**config.mk**
```make
export PLATFORM = sky130hd
export DESIGN_NAME = multicycle_control_fsm
export DESIGN_NICKNAME = d
export VERILOG_FILES = /design/src/rtl/multicycle_control_fsm_pkg.sv /design/src/rtl/multicycle_control_fsm_decoder.sv /design/src/rtl/multicycle_control_fsm.sv
export SDC_FILE = /design/constraint.sdc
export NUM_CORES = 1
export LEC_CHECK = 0
export CAP_MARGIN = 20
export CELL_PAD_IN_SITES_DETAIL_PLACEMENT = 0
export CELL_PAD_IN_SITES_GLOBAL_PLACEMENT = 1
export CORE_MARGIN = 5
export CORE_UTILIZATION = 26
export CTS_CLUSTER_DIAMETER = 30
export CTS_CLUSTER_SIZE = 16
export DETAILED_ROUTE_END_ITERATION = 10
export GPL_TIMING_DRIVEN = 1
export HOLD_SLACK_MARGIN = 0.08
export PLACE_DENSITY = 0.85
export SLEW_MARGIN = 20
export SYNTH_ARGS = -nofsm -noshare
export SYNTH_HDL_FRONTEND = slang
export SYNTH_SLANG_ARGS = --single-unit
```
**constraint.sdc**
```tcl
create_clock -name clk -period 1.63 [get_ports clk]
set_input_delay 0.4075 -clock clk [delete_from_list [all_inputs] [get_ports clk]]
set_output_delay 0.4075 -clock clk [all_outputs]
set_load 0.01 [all_outputs]
```
**src/rtl/multicycle_control_fsm_pkg.sv**
```systemverilog
// Shared encodings for the multi-cycle RISC-V controller: state codes, opcodes,
// instruction classes and ALUOp values.
package multicycle_control_fsm_pkg;

    typedef enum logic [2:0] {
        StFetch  = 3'd0,
        StDecode = 3'd1,
        StExec   = 3'd2,
        StMem    = 3'd3,
        StWb     = 3'd4
    } state_e;

    typedef enum logic [2:0] {
        ClsR  = 3'd0,
        ClsI  = 3'd1,
        ClsLd = 3'd2,
        ClsSt = 3'd3,
        ClsBr = 3'd4
    } class_e;

    localparam logic [6:0] OpR      = 7'b0110011;
    localparam logic [6:0] OpI      = 7'b0010011;
    localparam logic [6:0] OpLoad   = 7'b0000011;
    localparam logic [6:0] OpStore  = 7'b0100011;
    localparam logic [6:0] OpBranch = 7'b1100011;

    localparam logic [1:0] AluAdd   = 2'b00;
    localparam logic [1:0] AluSub   = 2'b01;
    localparam logic [1:0] AluRType = 2'b10;
    localparam logic [1:0] AluIType = 2'b11;

    function automatic logic [1:0] alu_op_of(class_e cls);
        case (cls)
            ClsR:    return AluRType;
            ClsI:    return AluIType;
            ClsBr:   return AluSub;
            default: return AluAdd;
        endcase
    endfunction

    function automatic logic alu_src_of(class_e cls);
        return (cls == ClsI) || (cls == ClsLd) || (cls == ClsSt);
    endfunction

endpackage

```
**src/rtl/multicycle_control_fsm_decoder.sv**
```systemverilog
// Combinational opcode classifier; reusable by a single-cycle controller.
module multicycle_control_fsm_decoder
    import multicycle_control_fsm_pkg::*;
(
    input  logic [6:0] opcode,
    output class_e     op_class,
    output logic       legal
);

    always_comb begin
        op_class = ClsR;
        legal    = 1'b1;
        case (opcode)
            OpR:      op_class = ClsR;
            OpI:      op_class = ClsI;
            OpLoad:   op_class = ClsLd;
            OpStore:  op_class = ClsSt;
            OpBranch: op_class = ClsBr;
            default:  legal    = 1'b0;
        endcase
    end

endmodule

```
**src/rtl/multicycle_control_fsm.sv**
```systemverilog
// Multi-cycle control unit: sequences fetch/decode/exec/mem/write-back and drives
// datapath selectors and strobes, with ready handshakes on both memories.
module multicycle_control_fsm
    import multicycle_control_fsm_pkg::*;
(
    input  logic       clk,
    input  logic       rst_n,
    input  logic [6:0] opcode,
    input  logic       alu_zero,
    input  logic       imem_ready,
    input  logic       dmem_ready,
    output logic       imem_req,
    output logic       ir_write,
    output logic       pc_write,
    output logic       pc_src,
    output logic       alu_src,
    output logic [1:0] alu_op,
    output logic       mem_to_reg,
    output logic       reg_write,
    output logic       dmem_read,
    output logic       dmem_write,
    output logic       illegal_op,
    output logic [2:0] state_o
);

    state_e state_q, state_d;
    class_e class_q, class_d;
    class_e dec_class;
    logic   dec_legal;

    multicycle_control_fsm_decoder u_decoder (
        .opcode   (opcode),
        .op_class (dec_class),
        .legal    (dec_legal)
    );

    always_ff @(posedge clk or negedge rst_n) begin
        if (!rst_n) begin
            state_q <= StFetch;
            class_q <= ClsR;
        end else begin
            state_q <= state_d;
            class_q <= class_d;
        end
    end

    always_comb begin
        state_d    = state_q;
        class_d    = class_q;
        imem_req   = 1'b0;
        ir_write   = 1'b0;
        pc_write   = 1'b0;
        pc_src     = 1'b0;
        alu_src    = 1'b0;
        alu_op     = AluAdd;
        mem_to_reg = 1'b0;
        reg_write  = 1'b0;
        dmem_read  = 1'b0;
        dmem_write = 1'b0;
        illegal_op = 1'b0;

        // Selectors held from the class register for the rest of the instruction
        if (state_q == StExec || state_q == StMem || state_q == StWb) begin
            alu_src = alu_src_of(class_q);
            alu_op  = alu_op_of(class_q);
        end

        case (state_q)
            StFetch: begin
                imem_req = 1'b1;
                if (imem_ready) begin
                    ir_write = 1'b1;
                    pc_write = 1'b1;
                    state_d  = StDecode;
                end
            end
            StDecode: begin
                if (dec_legal) begin
                    class_d = dec_class;
                    state_d = StExec;
                end else begin
                    illegal_op = 1'b1;
                    state_d    = StFetch;
                end
            end
            StExec: begin
                case (class_q)
                    ClsR, ClsI:   state_d = StWb;
                    ClsLd, ClsSt: state_d = StMem;
                    ClsBr: begin
                        pc_write = alu_zero;
                        pc_src   = 1'b1;
                        state_d  = StFetch;
                    end
                    default:      state_d = StFetch;
                endcase
            end
            StMem: begin
                if (class_q == ClsSt) begin
                    dmem_write = 1'b1;
                    if (dmem_ready) state_d = StFetch;
                end else begin
                    dmem_read = 1'b1;
                    if (dmem_ready) state_d = StWb;
                end
            end
            StWb: begin
                reg_write  = 1'b1;
                mem_to_reg = (class_q == ClsLd);
                state_d    = StFetch;
            end
            default: state_d = StFetch;
        endcase

        // Reset kills every strobe immediately, independent of the clock
        if (!rst_n) begin
            imem_req   = 1'b0;
            ir_write   = 1'b0;
            pc_write   = 1'b0;
            pc_src     = 1'b0;
            alu_src    = 1'b0;
            alu_op     = AluAdd;
            mem_to_reg = 1'b0;
            reg_write  = 1'b0;
            dmem_read  = 1'b0;
            dmem_write = 1'b0;
            illegal_op = 1'b0;
        end
    end

    assign state_o = state_q;

endmodule

```
==> run_results.csv <==
group,metric,value,unit
detailed_routing,avgRoutedWirePerCell,12.6,um
min_path,hp-class,"in2async",
sta,tightest_slew,337,ps
sta,grt_setup_unrepaired,"yes",
floorplan,pin_count,27,
detailed_routing,vias,648,
cells_and_area,drive_above_1_share,0.557,
global_route,grt_start_max_net_pins,8,
clock_network,cts-root-buf,"clkbuf_4",
run_status,violations,"setup timing",
global_route,grt_usage,0.132,
cells_and_area,layout_commonest_cell,"buf_4",
cells_and_area,antennaDiodeCount,0,
sta,setup_viol,13,
synth,syn-num-nets,67,
setup_path,crit_path_start_kind,"flop",
synth,syn_avg_cell_area,8.99,um2
clock_network,path_clk_slew,40,ps
cells_and_area,mostFrequentLayoutCells,"26 x buf_4, 10 x clkdlybuf4s50_1, 10 x buf_2",
synth,synth_cells,55,
synth,yosysSeqAreaShare,0.304,
floorplan,initial_core_util,0.280,
global_route,grt_first_pass_wirelength,2640,um
detailed_routing,drt.antenna.violating_nets,0,
floorplan,core,1760,um2
clock_network,htree_num_levels,1,
cells_and_area,syn2layout_area_growth,122,%
run_status,status,"finished, violations left",
detailed_routing,drtIter0Drc,6,
setup_path,worst-path-max-fanout,4,
floorplan,dieArea,2870,um2
global_route,grt_overflow,0,
sta,worst_slack,-245,ps
pwr,vdd_drop_max,397,uV
setup_path,r2r-start,"state_o[0]",
sta,finalMaxSlewViolations,0,
global_route,grt_use_met1,0.140,
placed_design,dp_hpwl,1330,um
clock_network,cts_tree,"yes",
placed_design,dpl-instance-area,977,um2
clock_network,clk_latency,240,ps
setup_path,reg2regPathDepth,5,
synth,synth_top_area_cell,"dfrtp_1",
synth,ys_seq_elements,6,
floorplan,row_count,15,
pwr,power.density,692,nW/um2
sta,post-route-period-util,1.15,
global_route,grt.busiest_layer,"met2",
global_route,grt_pass1_vias,652,
sta,finalHoldViolations,0,
sta,slew_headroom,0.775,
detailed_routing,drt_pass1_iterations,4,
synth,syn-cell-area,494,um2
global_route,met2_usage,0.241,
global_route,antenna_found_initial,0,
sta,min_period,1880,ps
clock_network,cts_buffers,3,
floorplan,die_h,53.6,um
placed_design,gp_congestion,0.791,
setup_path,r2r_slack,0,ps
sta,fmax,533,MHz
setup_path,setup.worst_path.end_class,"output port",
setup_path,path_class,"reg2out",
placed_design,portBuffers,26,
synth,synth_warnings,0,
floorplan,die_x,53.6,um
job,drv_cap,0,
detailed_routing,drc,0,
detailed_routing,wirelength,1760,um
sta,worst_clock_skew,2.05,ps
synth,synth_area_leaders,"dfrtp_1 30%, nor4b_1 5.3%, nor3b_1 4.6%",
global_route,met3_usage,0.0249,
clock_network,clockBufferDepth,2,
pwr,power,0.000759,W
synth,synth_cell_types,29,
pwr,leakage,0.535,nW
cells_and_area,nNetsFinal,129,
setup_path,worstPathRequired,1220,ps
detailed_routing,viasPerCell,4.63,
setup_path,worstPathArrival,1470,ps
setup_path,r2r-end,"class_q[2]",
synth,synth_top_area_frac,0.304,
clock_network,cts.sinks,6,
cells_and_area,design_area,1100,um2
==> critical path, stage by stage (launching register included) <==
cell and delay, ps:
dfrtp_2 440, buf_6 130, and2b_1 200, and4_1 210
a21o_1 110, buf_2 120
==> worst max-delay path by stage <==
stage | from | end | slack (ps)
6_report | state_o[0] | pc_write | -250
5_1_grt | state_o[0] | pc_write | -330
4_1_cts | state_o[0] | illegal_op | -240
3_5_place_dp | rst_n | pc_write | -840
3_3_place_gp | rst_n | pc_write | -760
2_1_floorplan | state_o[0] | pc_write | -9
==> logic make-up after synthesis <==
kind of cell	synth area share
and+or+nand+nor	0.405
buffers and inverters	0.0380
DFF	0.304
xor gates and xnor gates	0.0354
AOI/OAI and AO/OA	0.218
==> sequential cells by signal, indices dropped and copies added, names as in the netlist <==
signal   count
class_q      3
state_o      3
==> stage by stage <==
| step | worst slack, ps | utilization | hold slack, ps | cells | TNS (ps) |
|---|---|---|---|---|---|
| floorplan | -8.68 | - | 112 | 55 | -8.99 |
| global placement | -758 | 0.554 | 593 | 128 | -8020 |
| detailed placement | -839 | 0.554 | 589 | 128 | -8620 |
| CTS | -244 | 0.604 | 348 | 139 | -1840 |
| global route | -326 | 0.622 | 412 | 140 | -2900 |
| finish | -245 | 0.622 | 378 | 140 | -1930 |
==> cell type report <==
| type | count | area [um2] |
|---|---|---|
| sequential | 6 | 153 |
| timing repair buffer | 59 | 484 |
| tap | 25 | 31.3 |
| multi-input combinational | 46 | 403 |
| inverter | 1 | 3.75 |
| clock buffer | 3 | 22.5 |
| fill | 163 | 667 |
==> per-layer routing <==
layer	vias to the layer above	wire, um
li1	327	-
met1	300	706
met2	19	950
met3	2	82
met4	0	21
met5	-	0
==> Yosys cell counts <==
master	count
o21ai_0	3
a21oi_1	4
nor4b_1	3
nand2_1	1
o32ai_2	1
and4_1	1
dfrtp_1	6
nor3b_1	3
nor3_1	2
xor2_1	2
inv_1	1
and2b_1	1
buf_6	1
or2_4	1
and3b_1	1
nand4bb_1	1
a21o_1	1
nand3b_1	1
nor2b_1	3
o2111a_1	1
nand2b_1	3
nor2_1	5
clkbuf_1	1
nand3_1	1
o22a_1	2
and2_1	2
or3b_4	1
a211oi_2	1
o21a_1	1
==> power breakdown <==
| group | internal (W) | switching [W] | total, W |
|---|---|---|---|
| Combinational | 0.000247 | 0.000170 | 0.000417 |
| Clock | 0.0000830 | 0.0000492 | 0.000132 |
| Sequential | 0.000179 | 0.0000309 | 0.000210 |
| Total | 0.000509 | 0.000250 | 0.000759 |
==> timing repair <==
action | in CTS | in global routing
setup buffers | 8 | 1
endpoints found under the setup margin | 15 | 17
pin swaps | 7 | 1
hold buffers | 0 | 0
resized for setup | 71 | 6
No activity file was read; power rests on OpenSTA's default activity.
